$ cat config.mk
export PLATFORM = sky130hd
export DESIGN_NAME = toggle_gen_multi
export DESIGN_NICKNAME = d
export VERILOG_FILES = /design/src/rtl/toggle_gen_multi.sv
export SDC_FILE = /design/constraint.sdc
export NUM_CORES = 1
export LEC_CHECK = 0
export CAP_MARGIN = 20
export CORE_MARGIN = 8
export CORE_UTILIZATION = 40
export DETAILED_ROUTE_END_ITERATION = 10
export DONT_BUFFER_PORTS = 1
export PLACE_DENSITY = 0.66
export SLEW_MARGIN = 20
export SYNTH_ARGS = -nofsm -noshare
export SYNTH_HDL_FRONTEND = slang
export SYNTH_SLANG_ARGS = --single-unit
$ cat constraint.sdc
create_clock -name clk -period 1.9 [get_ports clk]
set_clock_uncertainty 0.05 [all_clocks]
set_input_delay 0.19 -clock clk [delete_from_list [all_inputs] [get_ports clk]]
set_output_delay 0.19 -clock clk [all_outputs]
set_load 0.03 [all_outputs]
$ cat src/rtl/toggle_gen_multi.sv
// rtl/toggle_gen_multi.sv - per-channel pulse-to-toggle CDC encoder with ack handshake and replay counter
// Optional sticky overflow flags are built when TOGGLE_GEN_MULTI_OVF_EN is defined.
module toggle_gen_multi #(
  parameter int NUM_CH      = 4,
  parameter int CNT_W       = 3,
  parameter int SYNC_STAGES = 2
) (
  input  logic                    clk,
  input  logic                    rst,
  input  logic [NUM_CH-1:0]       pulse,
  output logic [NUM_CH-1:0]       toggle,
  input  logic [NUM_CH-1:0]       ack_toggle,
  output logic [NUM_CH-1:0]       busy,
  output logic [NUM_CH*CNT_W-1:0] pending,
  output logic [NUM_CH-1:0]       overflow,
  input  logic [NUM_CH-1:0]       ovf_clr
);

  typedef enum logic {IDLE, WAIT} state_t;

  localparam logic [CNT_W-1:0] CNT_MAX = '1;
  localparam logic [CNT_W-1:0] CNT_ONE = CNT_W'(1);

  logic [NUM_CH-1:0] sync_q [SYNC_STAGES];
  logic [NUM_CH-1:0] ack_s;
  logic [NUM_CH-1:0] done;
  logic [NUM_CH-1:0] toggle_q, toggle_d;
  logic [NUM_CH-1:0] drop;
  state_t            state_q [NUM_CH];
  state_t            state_d [NUM_CH];
  logic [CNT_W-1:0]  cnt_q   [NUM_CH];
  logic [CNT_W-1:0]  cnt_d   [NUM_CH];

  always_ff @(posedge clk) begin
    if (rst) begin
      for (int s = 0; s < SYNC_STAGES; s++) sync_q[s] <= '0;
    end else begin
      sync_q[0] <= ack_toggle;
      for (int s = 1; s < SYNC_STAGES; s++) sync_q[s] <= sync_q[s-1];
    end
  end

  assign ack_s = sync_q[SYNC_STAGES-1];
  // The in-flight toggle is acknowledged once the echoed level matches ours.
  assign done  = ~(ack_s ^ toggle_q);

  always_comb begin
    toggle_d = toggle_q;
    drop     = '0;
    for (int i = 0; i < NUM_CH; i++) begin
      state_d[i] = state_q[i];
      cnt_d[i]   = cnt_q[i];
      case (state_q[i])
        IDLE: begin
          if (pulse[i]) begin
            toggle_d[i] = ~toggle_q[i];
            state_d[i]  = WAIT;
          end
        end
        WAIT: begin
          if (done[i]) begin
            if (cnt_q[i] != '0) begin
              toggle_d[i] = ~toggle_q[i];
              if (!pulse[i]) cnt_d[i] = cnt_q[i] - CNT_ONE;
            end else if (pulse[i]) begin
              toggle_d[i] = ~toggle_q[i];
            end else begin
              state_d[i] = IDLE;
            end
          end else if (pulse[i]) begin
            if (cnt_q[i] != CNT_MAX) cnt_d[i] = cnt_q[i] + CNT_ONE;
            else                     drop[i]  = 1'b1;
          end
        end
        default: state_d[i] = IDLE;
      endcase
    end
  end

  always_ff @(posedge clk) begin
    if (rst) begin
      toggle_q <= '0;
      for (int i = 0; i < NUM_CH; i++) begin
        state_q[i] <= IDLE;
        cnt_q[i]   <= '0;
      end
    end else begin
      toggle_q <= toggle_d;
      for (int i = 0; i < NUM_CH; i++) begin
        state_q[i] <= state_d[i];
        cnt_q[i]   <= cnt_d[i];
      end
    end
  end

  always_comb begin
    busy    = '0;
    pending = '0;
    for (int i = 0; i < NUM_CH; i++) begin
      busy[i]                    = (state_q[i] == WAIT);
      pending[i*CNT_W +: CNT_W]  = cnt_q[i];
    end
  end

  assign toggle = toggle_q;

`ifdef TOGGLE_GEN_MULTI_OVF_EN
  logic [NUM_CH-1:0] ovf_q, ovf_d;

  // A drop in the same cycle as a clear must remain visible.
  assign ovf_d = drop | (ovf_q & ~ovf_clr);

  always_ff @(posedge clk) begin
    if (rst) ovf_q <= '0;
    else     ovf_q <= ovf_d;
  end

  assign overflow = ovf_q;
`else
  logic unused_ovf;
  assign unused_ovf = ^{ovf_clr, drop};
  assign overflow   = '0;
`endif

endmodule

==> metrics.txt, run 1 <==
sequential power share=0.431; drt drc=0; sw frac=0.284; result of the run=finished with violations; Worst Hold Class=in2reg; TritonCTS clock tree=yes; Synth area leader=dfxtp_1; first-pass GRT wire length=6290 um; async set or reset register ratio after synthesis=0; Worst Setup Slack, final=-0.0340 ns; Worst Setup Start Kind=flip-flop; top cells by area, synth=dfxtp_1 (36%), nor2b_1 (4.8%), nand3_1 (3.8%); First-pass DRT Iterations=5; Routed Antenna Nets=0; Tcrit/Tclk final=1.02; Setup Buffers After CTS=0; fillers=344; Syn Area/Cell=8.63 sq um; delay-heaviest family, CP=simple AND/OR/NAND/NOR gates; post-synth top area share=0.359; wire per inst=13.9 um; Least-Margin Pin Slew=0.499 ns; gr busiest metal=met2; Req. time, crit path=2.05 ns; initial antenna violation count=1; FF+latch count, synth=28; Final setup viols=2; min cycle time layout=1.93 ns; Total GRT Usage=0.122; Initial DRC Count=51; Core Box Area=0.00372 sq mm; Congestion Overflow GR=0; largest net degree at the start of global routing=39; vias in the first global route=1,431; Max-slew headroom=0.659; Synth Warn #=0; total length of routed wires=3740 um; clk root buf=clkbuf_8; Post-synth top cells=dfxtp_1 (28), nand3_1 (12), nor2_1 (12), nor2b_1 (12); Hold Vio Cnt, Final=6; crit-path max cell delay=0.54 ns; post-route cell area=0.00212 sq mm; failing checks=hold timing, setup timing; Fin Hold WS=-0.0608 ns; CP Buf/Inv Count=0; I/O Buffers=0; most frequent cell after synthesis=dfxtp_1; clk sink count=28; Seq. cell area=583 sq um; CTS max path bufs=2; hold buffers post-CTS=14; Sw Pwr=0.432 mW; CTS Buf Count=3; Critical Path AT=2.09 ns; most used flip-flop cell after synthesis=dfxtp_1; routing usage on met1=0.124; Clock Pin Slew Worst Setup and Hold Paths=0.09 ns; vias per cell=5.42; H-tree Lvls=1; Die X-Extent=78.5 um; Post-Place Cell Area=0.00185 sq mm; slowest CP cell=or4_4; Lkg Pwr=0.834 nW; Area growth syn-to-layout=36.0%; EDFF count, synth=0; Cells after Synth=181; count of pins over their slew limit=0; count of cell types in the netlist=34; vias after detailed routing=1,452; pwr dens=716 mW/mm^2; met2 Usage GRT=0.227; Pwr Total=1.52 mW; Core Rows=22; max-cap check violation count=0; area of the multi-input gates=0.00101 sq mm; die area=0.00616 sq mm; Setup crit end kind=flip-flop; Cell Int Power=1.09 mW; clock insertion delay at the later pin of the skew report=0.27 ns; Clk pwr share=0.304; Final nets=238; CP cell instances=xor2_4, xnor2_2, ha_2, or4_4, o31a_1, a211oi_2; initial core utilization=0.420; kind of critical path=reg2reg; RSZ-0062 raised after global routing=yes; combinational share of power=0.265; met3 usage=0.0364; Die Y=78.5 um; post-synthesis sequential area ratio=0.359; ratio of cells with drive above 1 in the final layout=0.301; io pins=38; Max Clk Rate=517 MHz; worst vdd ir=0.385 mV; Cell Area, Synth=0.00156 sq mm; RePlAce Congestion=0.803; hpwl dp=2780 um; CP max FO=3
## per-layer routing
layer / wire [um] / up-vias
met5: 0 / -
met4: 26 / 0
met3: 240 / 2
met2: 2020 / 26
met1: 1450 / 708
li1: - / 716
## cell type report
| type | instances | share of cell area |
|---|---|---|
| Antenna cell | 1 | 0.00118 |
| Clock buffer | 3 | 0.0194 |
| Clock inverter | 1 | 0.0141 |
| Inverter | 10 | 0.0177 |
| Multi-Input combinational cell | 134 | 0.476 |
| Sequential cell | 28 | 0.275 |
| Tap cell | 48 | 0.0283 |
| Timing Repair Buffer | 43 | 0.169 |
## state kept, by name, indices dropped and copies added, names as in the netlist
signal / flops
cnt_q: 12
state_q: 4
sync_q: 8
toggle: 4
## power groups by stage
| stage | Sequential (mW) | Combinational [mW] | Clock [mW] |
|---|---|---|---|
| 6_report | 0.655 | 0.403 | 0.463 |
| 4_1_cts | 0.655 | 0.383 | 0.484 |
| 2_1_floorplan | 0.724 | 0.208 | 0 |
| 5_1_grt | 0.661 | 0.438 | 0.504 |
| 3_5_place_dp | 0.668 | 0.353 | 0 |
| 3_3_place_gp | 0.666 | 0.336 | 0 |
## layout by cell type (no fill, tap or decap), types with 3 or more instances in the layout
| cell type | netlist | layout |
|---|---|---|
| a211o_1 | 3 | 3 |
| xnor2_1 | 6 | 5 |
| clkbuf_8 | 0 | 3 |
| buf_4 | 8 | 29 |
| nand2_1 | 7 | 7 |
| nand2b_1 | 8 | 8 |
| nand3_1 | 12 | 12 |
| dfxtp_1 | 28 | 20 |
| mux2i_1 | 4 | 4 |
| a31oi_1 | 6 | 6 |
| o21ai_0 | 10 | 6 |
| dfxtp_4 | 0 | 5 |
| mux2_2 | 4 | 4 |
| ha_2 | 0 | 3 |
| dfxtp_2 | 0 | 3 |
| a21oi_1 | 9 | 9 |
| or3_4 | 1 | 5 |
| conb_1 | 1 | 4 |
| nor2b_1 | 12 | 12 |
| inv_1 | 10 | 10 |
| dlygate4sd3_1 | 0 | 14 |
| nor2_1 | 12 | 12 |
| o41ai_1 | 3 | 3 |
## cell families (layout without fill, tap and decap cells)
| group | Yosys count | count (layout) | share of synthesized area |
|---|---|---|---|
| buf+inv | 22 | 57 | 0.0721 |
| mux | 8 | 8 | 0.0545 |
| other cells | 1 | 5 | 0.00240 |
| xor+xnor | 10 | 10 | 0.0561 |
| compound gates | 44 | 44 | 0.199 |
| simple gates | 64 | 64 | 0.225 |
| fa+ha+maj | 4 | 4 | 0.0321 |
| flops | 28 | 28 | 0.359 |
## through the flow
step / hold WS, ns / TNS, ns / util / instances / setup slack [ns]
global route: -0.0894 / -0.328 / 0.571 / 268 / -0.114
floorplan: 0.268 / -0.0883 / - / 184 / -0.0472
CTS: -0.0893 / -0.0669 / 0.558 / 267 / -0.0340
detailed placement: 0.208 / -0.0791 / 0.498 / 249 / -0.0392
finish: -0.0608 / -0.0512 / 0.571 / 268 / -0.0340
global placement: 0.206 / 0 / 0.498 / 249 / 0.0226
## final timing paths
path	start	end	slack, ns	depth (start not counted)
worst max-delay path	sync_q[0][4]	cnt_q[0][2]	-0.03	6
worst min register to register	state_q[1]	cnt_q[1][2]	0.51	2
worst min-delay path	rst	cnt_q[0][2]	-0.06	1
worst max register to register	sync_q[0][4]	cnt_q[0][2]	-0.03	6
## what timing repair did
item	in CTS	in global routing
setup endpoints to repair	4	8
endpoints found under the hold margin	20	6
gates resized for setup	4	15
pin swaps	1	5
No activity file was read; power rests on OpenSTA's default activity.
==> run 2: changes to the inputs <==
--- a/config.mk
+++ b/config.mk
@@ -10,2 +10,3 @@
 export CORE_UTILIZATION = 40
+export CTS_BUF_LIST = sky130_fd_sc_hd__clkbuf_4 sky130_fd_sc_hd__clkbuf_8
 export DETAILED_ROUTE_END_ITERATION = 10
==> constraint.sdc (replaced) <==
create_clock -name clk -period 1.9 [get_ports clk]
set_clock_uncertainty 0.05 [all_clocks]
set_input_delay 0.38 -clock clk [delete_from_list [all_inputs] [get_ports clk]]
set_output_delay 0.38 -clock clk [all_outputs]
set_load 0.03 [all_outputs]
==> metrics.txt, run 2 (synthesis gave the netlist of run 1 again) <==
vias per cell=5.46; Die X-Extent=78.5 um; die area=0.00616 sq mm; clk sink count=28; Max Clk Rate=520 MHz; Core Rows=22; commonest non-fill, non-tap cells in the layout=buf_4 (34), dfxtp_1 (20), nor2_1 (12), nor2b_1 (12), nand3_1 (12); met3 wire len=240 um; First-pass DRT Iterations=4; Initial DRC Count=49; max-cap check violation count=0; I/O Buffers=0; clk root buf=clkbuf_8; Worst Hold Class=in2reg; vias after detailed routing=1,408; commonest non-fill, non-tap cell in the layout=buf_4; Setup crit end kind=flip-flop; CP max FO=2; hold buffers post-CTS=0; Largest regs=cnt_q x12, sync_q x8; Lkg Pwr=0.784 nW; max layer used=met4; Core Box Area=0.00372 sq mm; pwr dens=745 mW/mm^2; count of pins over their slew limit=0; Pwr Total=1.49 mW; initial core utilization=0.420; clock insertion delay at the later pin of the skew report=0.27 ns; Ant. Diodes=0; dpl cells=249; io pins=38; Final setup viols=2; Area growth syn-to-layout=28.1%; Total GRT Usage=0.119; Largest register FFs=12; result of the run=finished with violations; initial antenna violation count=0; first-pass GRT wire length=6210 um; drt drc=0; Req. time, crit path=2.06 ns; worst vdd ir=0.408 mV; wire per inst=14.3 um; Tcrit/Tclk final=1.01; fin cells=258; TritonCTS clock tree=yes; post-route cell area=0.00200 sq mm; hpwl dp=2750 um; vias in the first global route=1,402; H-tree Lvls=1; failing checks=setup timing; Post-Place Setup Slack=-0.0492 ns; Critical Path AT=2.08 ns; Largest Register=cnt_q; met1 wire length=1470 um; CTS max path bufs=2; largest net degree at the start of global routing=39; post-layout util=0.538; wire length on met2=1930 um; Worst Setup Start Kind=flip-flop; Fin Hold WS=0.106 ns; Post-Place Cell Area=0.00185 sq mm; total length of routed wires=3690 um; CTS Buf Count=3; RePlAce Congestion=0.804; RSZ-0062 raised after global routing=yes; Setup TNS Final=-0.0435 ns; Final nets=229; kind of critical path=reg2reg; Worst Setup Slack, final=-0.0236 ns; ratio of cells with drive above 1 in the final layout=0.314; Congestion Overflow GR=0; min cycle time layout=1.92 ns; Hold Vio Cnt, Final=0; Routed Antenna Nets=0; Die Y=78.5 um; Clock Pin Slew Worst Setup and Hold Paths=0.10 ns
-- run 2: cell count changes in the layout (fill, tap and decap cells not counted), moves of 2 or more --
cell,previous run,this run
or3_4,5,1
buf_4,29,34
or3_1,1,5
o21ai_0,6,10
o21ai_1,2,0
o21ai_2,2,0
dlygate4sd3_1,14,0
-- run 2: area by class of cell --
class                      count  area, sq um
fill                         337         1720
multi-input combinational    134          991
sequential                    28          586
timing repair buffer          34          255
tap                           48         60.1
clock buffer                   3         41.3
inverter                      10         37.5
clock inverter                 1         30.0
-- run 2: repair_timing --
action                     4_1_cts  5_1_grt
gates resized for setup          9        2
buffers inserted                 5        0
pin swaps                        8        4
setup endpoints to repair        4        4
-- run 2: routing by layer --
metal  GRT usage  vias up
li1            -      695
met1       0.122      673
met2       0.224       35
met3      0.0364        5
met4      0.0389        0
met5           0        -
-- run 2: path summary, 6_finish.rpt --
kind | startpoint | to | slack [ns] | depth (start not counted)
min reg2reg | sync_q[0][0] | sync_q[0][4] | 0.39 | 1
max | sync_q[0][4] | cnt_q[0][2] | -0.02 | 6
min | rst | toggle[0] | 0.11 | 1
max reg2reg | sync_q[0][4] | cnt_q[0][2] | -0.02 | 6
-- run 2: power by group --
group / leakage, nW / switching, mW / internal (mW)
sequential: 0.235 / 0.0347 / 0.621
combinational: 0.514 / 0.207 / 0.159
clock: 0.0357 / 0.187 / 0.282
total: 0.784 / 0.429 / 1.06
-- run 2: critical path, stage by stage, from the launching register on --
cell and delay [ns]:
dfxtp_4 0.38, xor2_4 0.19, xnor2_2 0.13, ha_2 0.17, or4_4 0.54, o31a_1 0.27
a211oi_2 0.13
==> run 3: changes to the inputs <==
Settings changed: SKIP_LAST_GASP from default to 1.
==> metrics.txt, run 3 (synthesis gave the netlist of run 1 again) <==
sequential power share=0.440; ratio of cells with drive above 1 in the final layout=0.314; max-cap check violation count=0; drt drc=0; Largest Register=cnt_q; total length of routed wires=3690 um; met1 wire length=1460 um; kind of critical path=reg2reg; io pins=38; RSZ-0062 raised after global routing=yes; Core Box Area=0.00372 sq mm; Lkg Pwr=0.784 nW; commonest non-fill, non-tap cells in the layout=buf_4 (34), dfxtp_1 (20), nor2_1 (12), nor2b_1 (12), nand3_1 (12); pwr dens=745 mW/mm^2; Total GRT Usage=0.119; Tcrit/Tclk final=1.01; vias per cell=5.45; Clk pwr share=0.315; vias after detailed routing=1,405; Sw Pwr=0.429 mW; wire per inst=14.3 um; H-tree Lvls=1; R2R Path Start=sync_q[0][4]; worst hold stages=1; CP max FO=2; worst vdd ir=0.407 mV; failing checks=setup timing; Cell Int Power=1.06 mW; Critical Path AT=2.08 ns; post-layout util=0.538; Worst Hold Class=in2reg; Ant. Diodes=0; Req. time, crit path=2.06 ns; hold buffers post-CTS=0; r2r worst-path depth=6; First-pass DRT Iterations=4; worst reg-to-reg setup slack=-0.02 ns; met3 wire len=244 um; Initial DRC Count=48; Pwr Total=1.49 mW; Hold Vio Cnt, Final=0; RePlAce Congestion=0.804; CP cell instances=xor2_4, xnor2_2, ha_2, or4_4, o31a_1, a211oi_2; initial antenna violation count=0; wire length on met2=1940 um; commonest non-fill, non-tap cell in the layout=buf_4; largest net degree at the start of global routing=39; Hold Crit Endpoint=toggle[0]; slowest CP cell=or4_4; Final setup viols=2; Largest regs=cnt_q x12, sync_q x8; Max Clk Rate=520 MHz; Setup TNS Final=-0.0435 ns; CTS max path bufs=2; Clock Pin Slew Worst Setup and Hold Paths=0.10 ns; hpwl dp=2750 um; Worst Setup Start Kind=flip-flop; initial core utilization=0.420; Die X-Extent=78.5 um; vias in the first global route=1,402; hold path start=rst; sw frac=0.288; clk root buf=clkbuf_8; Congestion Overflow GR=0; max layer used=met4; clock insertion delay at the later pin of the skew report=0.27 ns; Setup crit end kind=flip-flop; Largest register FFs=12; count of pins over their slew limit=0; worst r2r dst=cnt_q[0][2]; combinational share of power=0.245; crit-path max cell delay=0.54 ns; result of the run=finished with violations; die area=0.00616 sq mm; clk sink count=28; TritonCTS clock tree=yes; Core Rows=22; CTS Buf Count=3; I/O Buffers=0; min cycle time layout=1.92 ns; Final nets=229; Die Y=78.5 um; Area growth syn-to-layout=28.1%; first-pass GRT wire length=6210 um; Worst Setup Slack, final=-0.0236 ns; Routed Antenna Nets=0
## run 3: cell counts in the layout (fill, tap and decap cells not counted)
Identical to the previous run, type by type.
## run 3: through the flow
| step | hold slack, ns | setup WS, ns | cells | area, sq um |
|---|---|---|---|---|
| 6_report | 0.105 | -0.0236 | 258 | 2000 |
| 2_1_floorplan | 0.364 | -0.0472 | 184 | 1650 |
| 5_1_grt | 0.0859 | -0.0869 | 258 | 2000 |
| 4_1_cts | 0.0956 | -0.0458 | 258 | 1990 |
| 3_3_place_gp | 0.376 | 0.0206 | 249 | 1850 |
| 3_5_place_dp | 0.374 | -0.0492 | 249 | 1850 |
## run 3: area by class of cell
| cell class | instances | area (sq um) |
|---|---|---|
| clock buffer | 3 | 41.3 |
| clock inverter | 1 | 30.0 |
| fill | 337 | 1720 |
| inverter | 10 | 37.5 |
| multi-input combinational | 134 | 991 |
| sequential | 28 | 586 |
| tap | 48 | 60.1 |
| timing repair buffer | 34 | 255 |
## run 3: power groups by stage
stage	registers, mW	logic (mW)	clock network [mW]
after floorplan	0.724	0.208	0
after global placement	0.666	0.335	0
after detailed placement	0.669	0.350	0
after CTS	0.656	0.363	0.483
after global routing	0.662	0.399	0.509
final	0.656	0.366	0.469
## run 3: what timing repair did
item,4_1_cts,5_1_grt
buffers inserted,5,0
resized for setup,9,2
pin swaps,8,4
setup endpoints to repair,4,4
## run 3: worst max path at each step
stage,from,end,slack [ns],cells past startpoint
2_1_floorplan,toggle[3],cnt_q[3][2],-0.05,6
3_3_place_gp,sync_q[0][4],cnt_q[0][2],0.02,6
3_5_place_dp,toggle[2],cnt_q[2][2],-0.05,7
4_1_cts,toggle[2],cnt_q[2][2],-0.05,7
5_1_grt,toggle[3],cnt_q[3][2],-0.09,6
6_report,sync_q[0][4],cnt_q[0][2],-0.02,6
## run 3: worst max-delay path, delay by kind of cell, from the launching register on
kind | cells | cell delay (ns)
flops | 1 | 0.38
xor+xnor | 2 | 0.32
simple gates | 1 | 0.54
compound gates | 2 | 0.40
fa+ha+maj | 1 | 0.17
## run 3: per-layer routing
layer,GRT usage,up-vias
li1,-,695
met1,0.122,670
met2,0.224,35
met3,0.0364,5
met4,0.0389,0
met5,0,-
